[src/rtl/cache_arb_pkg.sv]
// Shared types and widths for the I/D cache to main-memory arbiter.
package cache_arb_pkg;
    localparam int ADDR_W = 32;
    localparam int LINE_W = 256;

    typedef enum logic [1:0] {ARB_IDLE, ARB_GNT_I, ARB_GNT_D} arb_state_t;
    typedef enum logic {REQ_I, REQ_D} arb_req_t;
endpackage

[src/rtl/cache_mem_arbiter_rr_arb2.sv]
// Two-way round-robin pick: on contention the requester that was not served last wins.
module rr_arb2
    import cache_arb_pkg::*;
(
    input  logic     req_i,
    input  logic     req_d,
    input  arb_req_t last_grant,
    output logic     pick_valid,
    output arb_req_t pick
);
    always_comb begin
        pick_valid = req_i | req_d;
        pick       = REQ_I;
        if (req_i && req_d) begin
            pick = (last_grant == REQ_I) ? REQ_D : REQ_I;
        end else if (req_d) begin
            pick = REQ_D;
        end
    end
endmodule

[src/rtl/cache_mem_arbiter.sv]
// Arbitrates one line-wide memory port between the I-cache and D-cache, routing the
// completion pulse and read line back to the granted cache only.
module cache_mem_arbiter #(
    parameter int ADDR_W = cache_arb_pkg::ADDR_W,
    parameter int LINE_W = cache_arb_pkg::LINE_W
) (
    input  logic              clk,
    input  logic              rst,
    input  logic              i_read,
    input  logic              i_write,
    input  logic [ADDR_W-1:0] i_address,
    input  logic [LINE_W-1:0] i_wdata,
    output logic [LINE_W-1:0] i_rdata,
    output logic              i_resp,
    input  logic              d_read,
    input  logic              d_write,
    input  logic [ADDR_W-1:0] d_address,
    input  logic [LINE_W-1:0] d_wdata,
    output logic [LINE_W-1:0] d_rdata,
    output logic              d_resp,
    output logic              mem_read,
    output logic              mem_write,
    output logic [ADDR_W-1:0] mem_address,
    output logic [LINE_W-1:0] mem_wdata,
    input  logic [LINE_W-1:0] mem_rdata,
    input  logic              mem_resp,
    output logic              error
);
    import cache_arb_pkg::*;

    // Handshake: a cache raises read or write (never both) with address/wdata stable and holds
    // them until its single-cycle resp; resp (and rdata) pass through combinationally from
    // mem_resp while that cache is granted. At least one idle cycle separates transactions.

    arb_state_t state, state_nxt;
    arb_req_t   last_grant, last_nxt;
    logic       op_write, op_write_nxt;
    logic       error_nxt;
    logic       pick_valid;
    arb_req_t   pick;

    rr_arb2 u_pick (
        .req_i      (i_read | i_write),
        .req_d      (d_read | d_write),
        .last_grant (last_grant),
        .pick_valid (pick_valid),
        .pick       (pick)
    );

    always_ff @(posedge clk or posedge rst) begin
        if (rst) begin
            state      <= ARB_IDLE;
            last_grant <= REQ_I;
            op_write   <= 1'b0;
            error      <= 1'b0;
        end else begin
            state      <= state_nxt;
            last_grant <= last_nxt;
            op_write   <= op_write_nxt;
            error      <= error_nxt;
        end
    end

    // The operation is latched at grant so a requester dropping early cannot abort the transfer.
    always_comb begin
        state_nxt    = state;
        last_nxt     = last_grant;
        op_write_nxt = op_write;
        error_nxt    = error;
        mem_read     = 1'b0;
        mem_write    = 1'b0;
        mem_address  = '0;
        mem_wdata    = '0;
        i_resp       = 1'b0;
        i_rdata      = '0;
        d_resp       = 1'b0;
        d_rdata      = '0;
        case (state)
            ARB_IDLE: begin
                if (mem_resp) begin
                    error_nxt = 1'b1;
                end
                if (pick_valid) begin
                    if (pick == REQ_I) begin
                        state_nxt    = ARB_GNT_I;
                        op_write_nxt = i_write;
                        if (i_read && i_write) error_nxt = 1'b1;
                    end else begin
                        state_nxt    = ARB_GNT_D;
                        op_write_nxt = d_write;
                        if (d_read && d_write) error_nxt = 1'b1;
                    end
                end
            end
            ARB_GNT_I: begin
                mem_read    = ~op_write;
                mem_write   = op_write;
                mem_address = i_address;
                mem_wdata   = i_wdata;
                if (!(i_read || i_write)) error_nxt = 1'b1;
                if (mem_resp) begin
                    i_resp    = 1'b1;
                    i_rdata   = mem_rdata;
                    last_nxt  = REQ_I;
                    state_nxt = ARB_IDLE;
                end
            end
            ARB_GNT_D: begin
                mem_read    = ~op_write;
                mem_write   = op_write;
                mem_address = d_address;
                mem_wdata   = d_wdata;
                if (!(d_read || d_write)) error_nxt = 1'b1;
                if (mem_resp) begin
                    d_resp    = 1'b1;
                    d_rdata   = mem_rdata;
                    last_nxt  = REQ_D;
                    state_nxt = ARB_IDLE;
                end
            end
            default: state_nxt = ARB_IDLE;
        endcase
    end
endmodule

[config.mk]
export PLATFORM = sky130hd
export DESIGN_NAME = cache_mem_arbiter
export DESIGN_NICKNAME = d
export VERILOG_FILES = /design/src/rtl/cache_arb_pkg.sv /design/src/rtl/cache_mem_arbiter_rr_arb2.sv /design/src/rtl/cache_mem_arbiter.sv
export SDC_FILE = /design/constraint.sdc
export NUM_CORES = 1
export LEC_CHECK = 0
export BUFFER_PORTS_ARGS = -buffer_cell sky130_fd_sc_hd__buf_2
export CAP_MARGIN = 15
export CELL_PAD_IN_SITES_DETAIL_PLACEMENT = 2
export CELL_PAD_IN_SITES_GLOBAL_PLACEMENT = 2
export CORE_AREA = 2 2 633 635
export CTS_CLUSTER_SIZE = 14
export DETAILED_ROUTE_END_ITERATION = 10
export DIE_AREA = 0 0 635 637
export GPL_TIMING_DRIVEN = 0
export PLACE_DENSITY_LB_ADDON = 0.1
export SETUP_SLACK_MARGIN = 0.5
export SLEW_MARGIN = 20
export SYNTH_ARGS = -nofsm -noshare
export SYNTH_HDL_FRONTEND = slang
export SYNTH_HIERARCHICAL = 1
export SYNTH_SLANG_ARGS = --single-unit
[constraint.sdc]
create_clock -name clk -period 1.35 [get_ports clk]
set_input_delay 0.0675 -clock clk [delete_from_list [all_inputs] [get_ports clk]]
set_output_delay 0.0675 -clock clk [all_outputs]
set_load 0.02 [all_outputs]
==> impl_metrics.yaml, run 1 <==
drt:
  top_layer: "met5"
  wl_per_cell_um: 34.54
  drc: 0
  vias_per_cell: 2.421
  dr_wl_met2_um: 146800
  wirelength_met1_um: 111100
  wl_met3_um: 27270
  wirelength_um: 289300
  drt_iter0_drc: 909
  vias: 20280
  drt.antenna.violating_nets: 0
  dr.pass1.iters: 5
worst_hold_path:
  hold_path_class: "input pin to register"
placed_design:
  io_buffer_count: 1643
  dp_cells: 8249
  dp_hpwl_um: 266200
  routabilityCongestion: 0.8732
die:
  ios: 1644
  num_rows: 232
  core_area_um2: 398000
  die_height_um: 637
  start_util_pct: 2.141
  dieWidth_um: 635
  die_area_um2: 404500
worst_setup_path:
  worst_path_largest_cell_delay_ns: 0.43
  cp_top_family: "buffers and inverters"
  cp_max_fo: 10
  cp_num_buf_inv: 6
  path_cells: "inv_4, ha_4, buf_8, buf_12, clkbuf_16, buf_4, a22oi_2, nor2b_4, buf_2"
  end_kind: "output port"
  path_class: "register to output port"
  crit_arrival_ns: 2.20
  cp.required_ns: 1.28
  startpoint_type: "register"
  crit_path_top_delay_cell: "dfrtp_2"
timing:
  setup_violations: 808
  worst_pin_slew_ns: 0.8577
  hold_viol: 0
  slew_viol_final: 0
  fin_skew_ns: 0.003903
  finalCriticalPeriod_ns: 2.271
  max_freq_mhz: 440.4
  maxSlewHeadroom_pct: 42.82
  finalCritPeriodShare_pct: 168.2
  worst_slack_ns: -0.9205
  grt_setup_unrepaired: "true"
power_and_ir_drop:
  fin_total_pwr_uw: 54380
  power_density_nw_per_um2: 1750
  ir_worst_vdd_mv: 0.5253
  p_sw_uw: 31330
  p_leak_uw: 0.01431
  seqPwrFrac_pct: 0.6
  p_comb_share_pct: 98.5
  swShare_pct: 57.62
  intPower_uw: 23050
  clkPwrFrac_pct: 1.0
clock_tree:
  clk_pin_slew_ns: 0.04
  cts-buffers-inserted: 3
  clock_sinks: 5
  cts_root_buffer: "clkbuf_16"
  cts_tree: "built"
  clock_latency_ns: 0.24
  htreeDepth: 1
  cts_buffer_depth: 2
synth:
  yosysWarnings: 6
  yosysTopAreaCellShare_pct: 37.67
  synth_top_area_cell: "and3_1"
  netlist_top_cells_area: "and3_1 (38%), a22oi_1 (25%), nor2b_1 (21%)"
  syn_avg_cell_area_um2: 6.363
  synthTopCellsByCount: "and3_1 (513), nor2b_1 (289), a22oi_1 (288)"
  syn_area_um2: 8521
  synth.most_common_cell: "and3_1"
  async_reset_ff_share_pct: 100.0
  ys_types: 28
  ys_seq_area_share_pct: 1.468
  ys_ff_latch: 5
  synth_cells: 1339
  synthFlopType: "dfrtp_1"
  synth_fp_nets: 2184
  synth_edf_count: 0
finish:
  drive_gt1_share_pct: 82.07
  final_cells: 8376
  layout.nets: 3919
  syn_to_final_growth_pct: 264.6
run_status:
  outcome: "finished, violations left"
  violations: "negative setup slack"
global_route:
  antenna_found_initial: 280
  grt_pass1_wl_um: 337300
  grt_max_degree: 11
  grt_pass1_vias: 20720
  grt_use_total_pct: 13.48
  grt_remaining_overflow: 0
job:
  maxCapViolations: 0
==> path summary, 6_finish.rpt <==
check / startpoint / cells past startpoint / endpoint / slack, ns
worst max register to register: state[0]$_DFFE_PP0P_ / 7 / last_grant$_DFFE_PP0P_ / -0.35
worst min register to register: error$_DFFE_PP0P_ / 1 / error$_DFFE_PP0P_ / 0.47
min in group asynchronous: rst / 3 / op_write$_DFFE_PP0P_ / 0.41
max in group asynchronous: rst / 3 / state[0]$_DFFE_PP0P_ / 0.67
worst min-delay path: d_write / 3 / op_write$_DFFE_PP0P_ / 0.24
worst max-delay path: state[0]$_DFFE_PP0P_ / 9 / mem_wdata[62] / -0.92
==> metrics by stage <==
step / area (um2) / TNS (ns) / setup WS [ns] / utilization (%) / hold slack, ns
2_1_floorplan: 10160 / -72.02 / -0.1326 / - / -0.1540
3_5_place_dp: 25020 / -1069.85 / -2.162 / 6.286 / 0.05605
3_3_place_gp: 24970 / -1054.28 / -2.262 / 6.273 / 0.05280
4_1_cts: 28390 / -635.55 / -0.9757 / 7.134 / 0.2426
6_report: 31070 / -594.50 / -0.9205 / 7.806 / 0.2403
5_1_grt: 30990 / -654.51 / -0.9656 / 7.788 / 0.2666
==> metal layers <==
layer,vias up,GRT usage (%)
li1,8486,-
met1,9974,15.28
met2,1276,24.83
met3,413,5.323
met4,132,0.3663
met5,-,0
==> placed cells by master, fill, tap and decap left out, types with 63 or more instances in the layout <==
cell type  count
buf_4        161
a22oi_2      202
a22oi_1       86
nor2b_2      182
and3_1       412
buf_12        63
buf_6        216
buf_2       1331
and3_4        98
nor2b_4      107
==> state kept, by name (all words and copies together) (netlist names) <==
signal,count
error,1
state,2
op_write,1
last_grant,1
==> cell type report <==
type,instances,area [um2]
Antenna cell,38,95.09
Tap cell,5265,6588
Buffer,209,2566
Sequential cell,5,127.6
Fill cell,47140,366900
Timing Repair Buffer,1730,11360
Multi-Input combinational cell,1119,10220
Inverter,6,27.53
Clock buffer,4,78.83
==> worst min-delay path, cell delays in order <==
cell and delay [ns]:
buf_2 0.13, mux2i_1 0.14, a31oi_1 0.10
==> what timing repair did <==
action                                 4_1_cts  5_1_grt
setup endpoints to repair                  810      810
buffers inserted                            27       29
hold buffers                                 1        0
pin swaps                                   26       34
gates resized for setup                    777      631
gates cloned                                11       17
endpoints found under the hold margin        5        0
==> power groups by stage <==
stage	Clock [uW]	Combinational, uW	Sequential [uW]
floorplan	0	20700	259
global placement	0	42400	310
detailed placement	0	42300	307
CTS	533	49700	315
global route	547	56800	324
finish	529	53500	309
==> cell families (layout without fill, tap and decap cells) <==
logic type | after synthesis | after routing | share of synthesized area [%]
AND/OR/NAND/NOR | 816 | 816 | 59.81
buffers and inverters | 215 | 1949 | 11.64
multiplexers | 1 | 1 | 0.1175
AO/OA/AOI/OAI | 296 | 296 | 26.08
flip-flops | 5 | 5 | 1.468
other | 0 | 38 | 0
adder cells (fa/ha/maj) | 6 | 6 | 0.8810
(Power assumes the default switching activity.)
==> run 2: changes to the inputs <==
==> constraint.sdc (replaced) <==
create_clock -name clk -period 2.59 [get_ports clk]
set_input_delay 0.1295 -clock clk [delete_from_list [all_inputs] [get_ports clk]]
set_output_delay 0.1295 -clock clk [all_outputs]
set_load 0.02 [all_outputs]
==> impl_metrics.yaml, run 2 (same netlist as run 1, synthesis figures left out) <==
timing:
  worst_pin_slew_ns: 0.6405
  max_freq_mhz: 419.7
  finalCritPeriodShare_pct: 92.00
  slew_viol_final: 0
  fin_skew_ns: 0.0006841
  finalCriticalPeriod_ns: 2.383
  hold_viol: 0
  setup_violations: 0
  hold_ws_ns: 0.3099
  maxSlewHeadroom_pct: 57.30
  grt_setup_unrepaired: "true"
power_and_ir_drop:
  power_density_nw_per_um2: 873.7
  ir_worst_vdd_mv: 0.2598
  p_leak_uw: 0.01331
finish:
  drive_gt1_share_pct: 72.38
  finish.instance_area_um2: 27920
  syn_to_final_growth_pct: 227.6
  layout.nets: 3884
  layout.cells.most_common_list: "buf_2 (1328), and3_1 (439), nor2b_1 (197)"
  largest_register: "state"
  layout_commonest_cell: "buf_2"
  final_cells: 8372
  largest_reg_flops: 2
die:
  start_util_pct: 2.141
  num_rows: 232
  core_area_um2: 398000
  ios: 1644
  die_height_um: 637
  die_area_um2: 404500
  dieWidth_um: 635
clock_tree:
  cts_root_buffer: "clkbuf_16"
  clk_pin_slew_ns: 0.03
  cts-buffers-inserted: 3
  clock_sinks: 5
  clock_latency_ns: 0.23
  htreeDepth: 1
  cts_tree: "built"
  cts_buffer_depth: 2
global_route:
  grt_pass1_wl_um: 345400
  antenna_found_initial: 302
  grt_pass1_vias: 20460
  grt_remaining_overflow: 0
  grt_max_degree: 11
  grt_use_total_pct: 13.88
worst_setup_path:
  end_kind: "output port"
  cp.required_ns: 2.46
  crit_arrival_ns: 2.25
  cp_max_fo: 10
  path_class: "register to output port"
  startpoint_type: "register"
placed_design:
  routabilityCongestion: 0.8953
  dp_cells: 8249
  placed_area_um2: 23350
  io_buffer_count: 1643
  dp_hpwl_um: 275600
drt:
  drc: 0
  vias: 20190
  drt.antenna.violating_nets: 0
  dr.pass1.iters: 5
  drt_iter0_drc: 1050
  wl_per_cell_um: 35.34
  wirelength_um: 295900
  vias_per_cell: 2.411
worst_hold_path:
  hold_path_class: "input pin to register"
run_status:
  outcome: "completed"
job:
  maxCapViolations: 0
run 2: worst paths after layout:
check | from | to | slack [ns] | cells past startpoint
setup / recovery | state[0]$_DFFE_PP0P_ | mem_wdata[153] | 0.21 | 8
hold / removal | i_write | op_write$_DFFE_PP0P_ | 0.31 | 3
setup reg to reg | state[1]$_DFFE_PP0P_ | error$_DFFE_PP0P_ | 0.71 | 8
hold reg to reg | error$_DFFE_PP0P_ | error$_DFFE_PP0P_ | 0.50 | 1
max in group asynchronous | rst | state[0]$_DFFE_PP0P_ | 1.80 | 3
min in group asynchronous | rst | last_grant$_DFFE_PP0P_ | 0.58 | 3
run 2: repair_timing:
| item | in CTS | in global routing |
|---|---|---|
| cloned | 3 | 10 |
| setup buffers | 9 | 27 |
| endpoints found under the hold margin | 5 | 0 |
| pin swaps | 10 | 52 |
| resized for setup | 412 | 949 |
| hold buffers | 1 | 0 |
| setup endpoints to repair | 806 | 799 |
run 2: worst max-delay path, cell delays in order, from the launching register on:
cell and delay (ns):
dfrtp_2 0.42, buf_6 0.14, ha_4 0.20, buf_6 0.14, clkbuf_16 0.16, buf_4 0.20, a22oi_2 0.40, nor2b_1 0.16
buf_2 0.19
run 2: layout make-up:
| type | count | area, um2 |
|---|---|---|
| fill | 47460 | 370100 |
| timing repair buffer | 1695 | 10140 |
| multi-input combinational | 1119 | 8817 |
| tap | 5265 | 6588 |
| buffer | 209 | 1971 |
| antenna | 69 | 172.7 |
| sequential | 5 | 127.6 |
| clock buffer | 4 | 78.83 |
| inverter | 6 | 25.02 |
run 2: through the flow:
stage	utilization, %	total power [uW]	setup WS [ns]	setup TNS, ns
detailed placement	5.867	20450	-1.159	-388.74
global route	6.977	25920	0.1582	0
floorplan	-	8705	0.9388	0
global placement	5.863	20520	-1.345	-392.20
finish	7.014	24390	0.2073	0
CTS	6.261	22780	0.1240	0
run 2: routing by layer:
metal	GRT usage, %	share of wire, %	vias to the layer above
met2	26.11	52	1319
met1	16.36	40	9934
li1	-	-	8457
met4	0.5455	1.1	84
met3	3.620	6.6	394
met5	0	0.19	-
run 2: where the power goes:
group          internal (uW)  switching [uW]  total, uW  leakage [uW]
clock network            204            51.1        255     0.0000386
logic                   8600           15400      24000        0.0132
registers                110            50.3        160     0.0000547
total                   8910           15500      24400        0.0133
==> run 3: changes to the inputs <==
--- a/config.mk
+++ b/config.mk
@@ -5,14 +5,14 @@
 export SDC_FILE = /design/constraint.sdc
 export NUM_CORES = 1
 export LEC_CHECK = 0
-export BUFFER_PORTS_ARGS = -buffer_cell sky130_fd_sc_hd__buf_2
 export CAP_MARGIN = 15
 export CELL_PAD_IN_SITES_DETAIL_PLACEMENT = 2
 export CELL_PAD_IN_SITES_GLOBAL_PLACEMENT = 2
-export CORE_AREA = 2 2 633 635
+export CORE_AREA = 2 2 637 639
 export CTS_CLUSTER_SIZE = 14
 export DETAILED_ROUTE_END_ITERATION = 10
-export DIE_AREA = 0 0 635 637
+export DIE_AREA = 0 0 639 641
+export DONT_BUFFER_PORTS = 1
 export GPL_TIMING_DRIVEN = 0
 export PLACE_DENSITY_LB_ADDON = 0.1
 export SETUP_SLACK_MARGIN = 0.5
==> impl_metrics.yaml, run 3 (same netlist as run 1, synthesis figures left out) <==
run_status:
  outcome: "completed"
power_and_ir_drop:
  fin_total_pwr_uw: 23770
  power_density_nw_per_um2: 1186
  ir_worst_vdd_mv: 0.4630
  p_leak_uw: 0.006157
job:
  maxCapViolations: 0
worst_setup_path:
  path_class: "register to output port"
  timing.rr.start: "state[1]$_DFFE_PP0P_"
  cp.required_ns: 2.46
  startpoint_type: "register"
  crit_end: "mem_wdata[226]"
  crit_arrival_ns: 2.36
  startpoint: "state[1]$_DFFE_PP0P_"
  r2r-end: "error$_DFFE_PP0P_"
  cp_max_fo: 10
  r2r_slack_ns: 0.69
  end_kind: "output port"
  rr_worst_depth: 8
placed_design:
  dp_hpwl_um: 263200
  routabilityCongestion: 0.9403
  placed_area_um2: 15410
  io_buffer_count: 0
finish:
  largest_register: "state"
  layout.nets: 2256
  layout_commonest_cell: "and3_1"
  finish.instance_area_um2: 20040
  largest_reg_flops: 2
  drive_gt1_share_pct: 57.45
  syn_to_final_growth_pct: 135.2
  fillers: 47680
  layout.cells.most_common_list: "and3_1 (315), a22oi_1 (191), nor2b_4 (178)"
clock_tree:
  cts_tree: "built"
  cts_buffer_depth: 2
  clock_sinks: 5
  cts_root_buffer: "clkbuf_16"
  clock_latency_ns: 0.23
  clk_pin_slew_ns: 0.04
  htreeDepth: 1
  cts-buffers-inserted: 3
timing:
  finalCritPeriodShare_pct: 96.16
  hold_viol: 0
  finalCriticalPeriod_ns: 2.490
  slew_viol_final: 0
  worst_pin_slew_ns: 0.9224
  max_freq_mhz: 401.5
  setup_tns_ns: 0
  fin_skew_ns: 0.001130
  setup_violations: 0
  maxSlewHeadroom_pct: 38.51
  grt_setup_unrepaired: "true"
drt:
  vias_per_cell: 2.134
  drt_iter0_drc: 1287
  vias: 14470
  drc: 0
  wirelength_um: 282900
  drt.antenna.violating_nets: 0
  dr.pass1.iters: 5
  wl_per_cell_um: 41.72
die:
  num_rows: 233
  ios: 1644
  die_area_um2: 409600
  dieWidth_um: 639
  core_area_um2: 402000
  start_util_pct: 2.119
  die_height_um: 641
global_route:
  antenna_found_initial: 232
  grt_remaining_overflow: 0
  grt_pass1_wl_um: 311400
  grt_pass1_vias: 13460
  grt_use_total_pct: 13.00
  grt_max_degree: 11
worst_hold_path:
  hp-start: "i_write"
  hold_path_class: "input pin to register"
==> run 3: per-stage QoR <==
step / setup WS, ns / hold slack [ns] / cells / util (%)
final: 0.09955 / 0.1714 / 6781 / 4.984
after global routing: 0.09308 / 0.1956 / 6723 / 4.948
after CTS: 0.006094 / 0.1980 / 6682 / 4.638
after detailed placement: -1.482 / -0.02462 / 6632 / 3.834
after global placement: -2.238 / -0.03098 / 6626 / 3.765
after floorplan: 0.9388 / -0.09198 / 1339 / -
==> run 3: worst min path at each step <==
| stage | to | cells past startpoint |
|---|---|---|
| after detailed placement | last_grant$_DFFE_PP0P_ | 1 |
| after global routing | op_write$_DFFE_PP0P_ | 2 |
| final | op_write$_DFFE_PP0P_ | 2 |
| after floorplan | error$_DFFE_PP0P_ | 1 |
| after global placement | last_grant$_DFFE_PP0P_ | 1 |
| after CTS | op_write$_DFFE_PP0P_ | 2 |
==> run 3: layout make-up <==
| type | instances | area (um2) | share of cell area, % |
|---|---|---|---|
| diodes | 84 | 210.2 | 1.049 |
| plain buffers | 209 | 1792 | 8.942 |
| well taps | 5287 | 6615 | 33.01 |
| inverters | 6 | 27.53 | 0.1374 |
| multi-input cells | 1119 | 10090 | 50.35 |
| flip-flops and latches | 5 | 127.6 | 0.6369 |
| repair buffers | 67 | 1097 | 5.476 |
| clock buffers | 4 | 78.83 | 0.3934 |
==> run 3: power by group <==
group          internal, uW  switching [uW]  leakage (uW)
Combinational          7760           15600       0.00606
Sequential              110            65.1     0.0000547
Clock                   205            58.4     0.0000387
==> run 3: routing by layer <==
| layer | track usage (%) | share of wire, % | vias up |
|---|---|---|---|
| met5 | 0 | 0.22 | - |
| met4 | 0.9393 | 1.3 | 92 |
| met3 | 7.277 | 13 | 398 |
| met2 | 23.41 | 50 | 1443 |
| met1 | 13.63 | 36 | 7329 |
| li1 | - | - | 5209 |
==> run 3: worst max-delay path, stage by stage (launching register included) <==
cell	delay, ns
dfrtp_2	0.45
buf_12	0.14
ha_4	0.21
buf_6	0.19
buf_2	0.24
a22oi_1	0.65
nor2b_4	0.18
==> run 3: what timing repair did <==
| action | 4_1_cts | 5_1_grt |
|---|---|---|
| gates cloned | 9 | 6 |
| hold buffers | 1 | 0 |
| setup buffers | 36 | 9 |
| endpoints found under the setup margin | 805 | 800 |
| gates resized for setup | 729 | 359 |
| pin swaps | 19 | 17 |
| hold endpoints to repair | 5 | 0 |
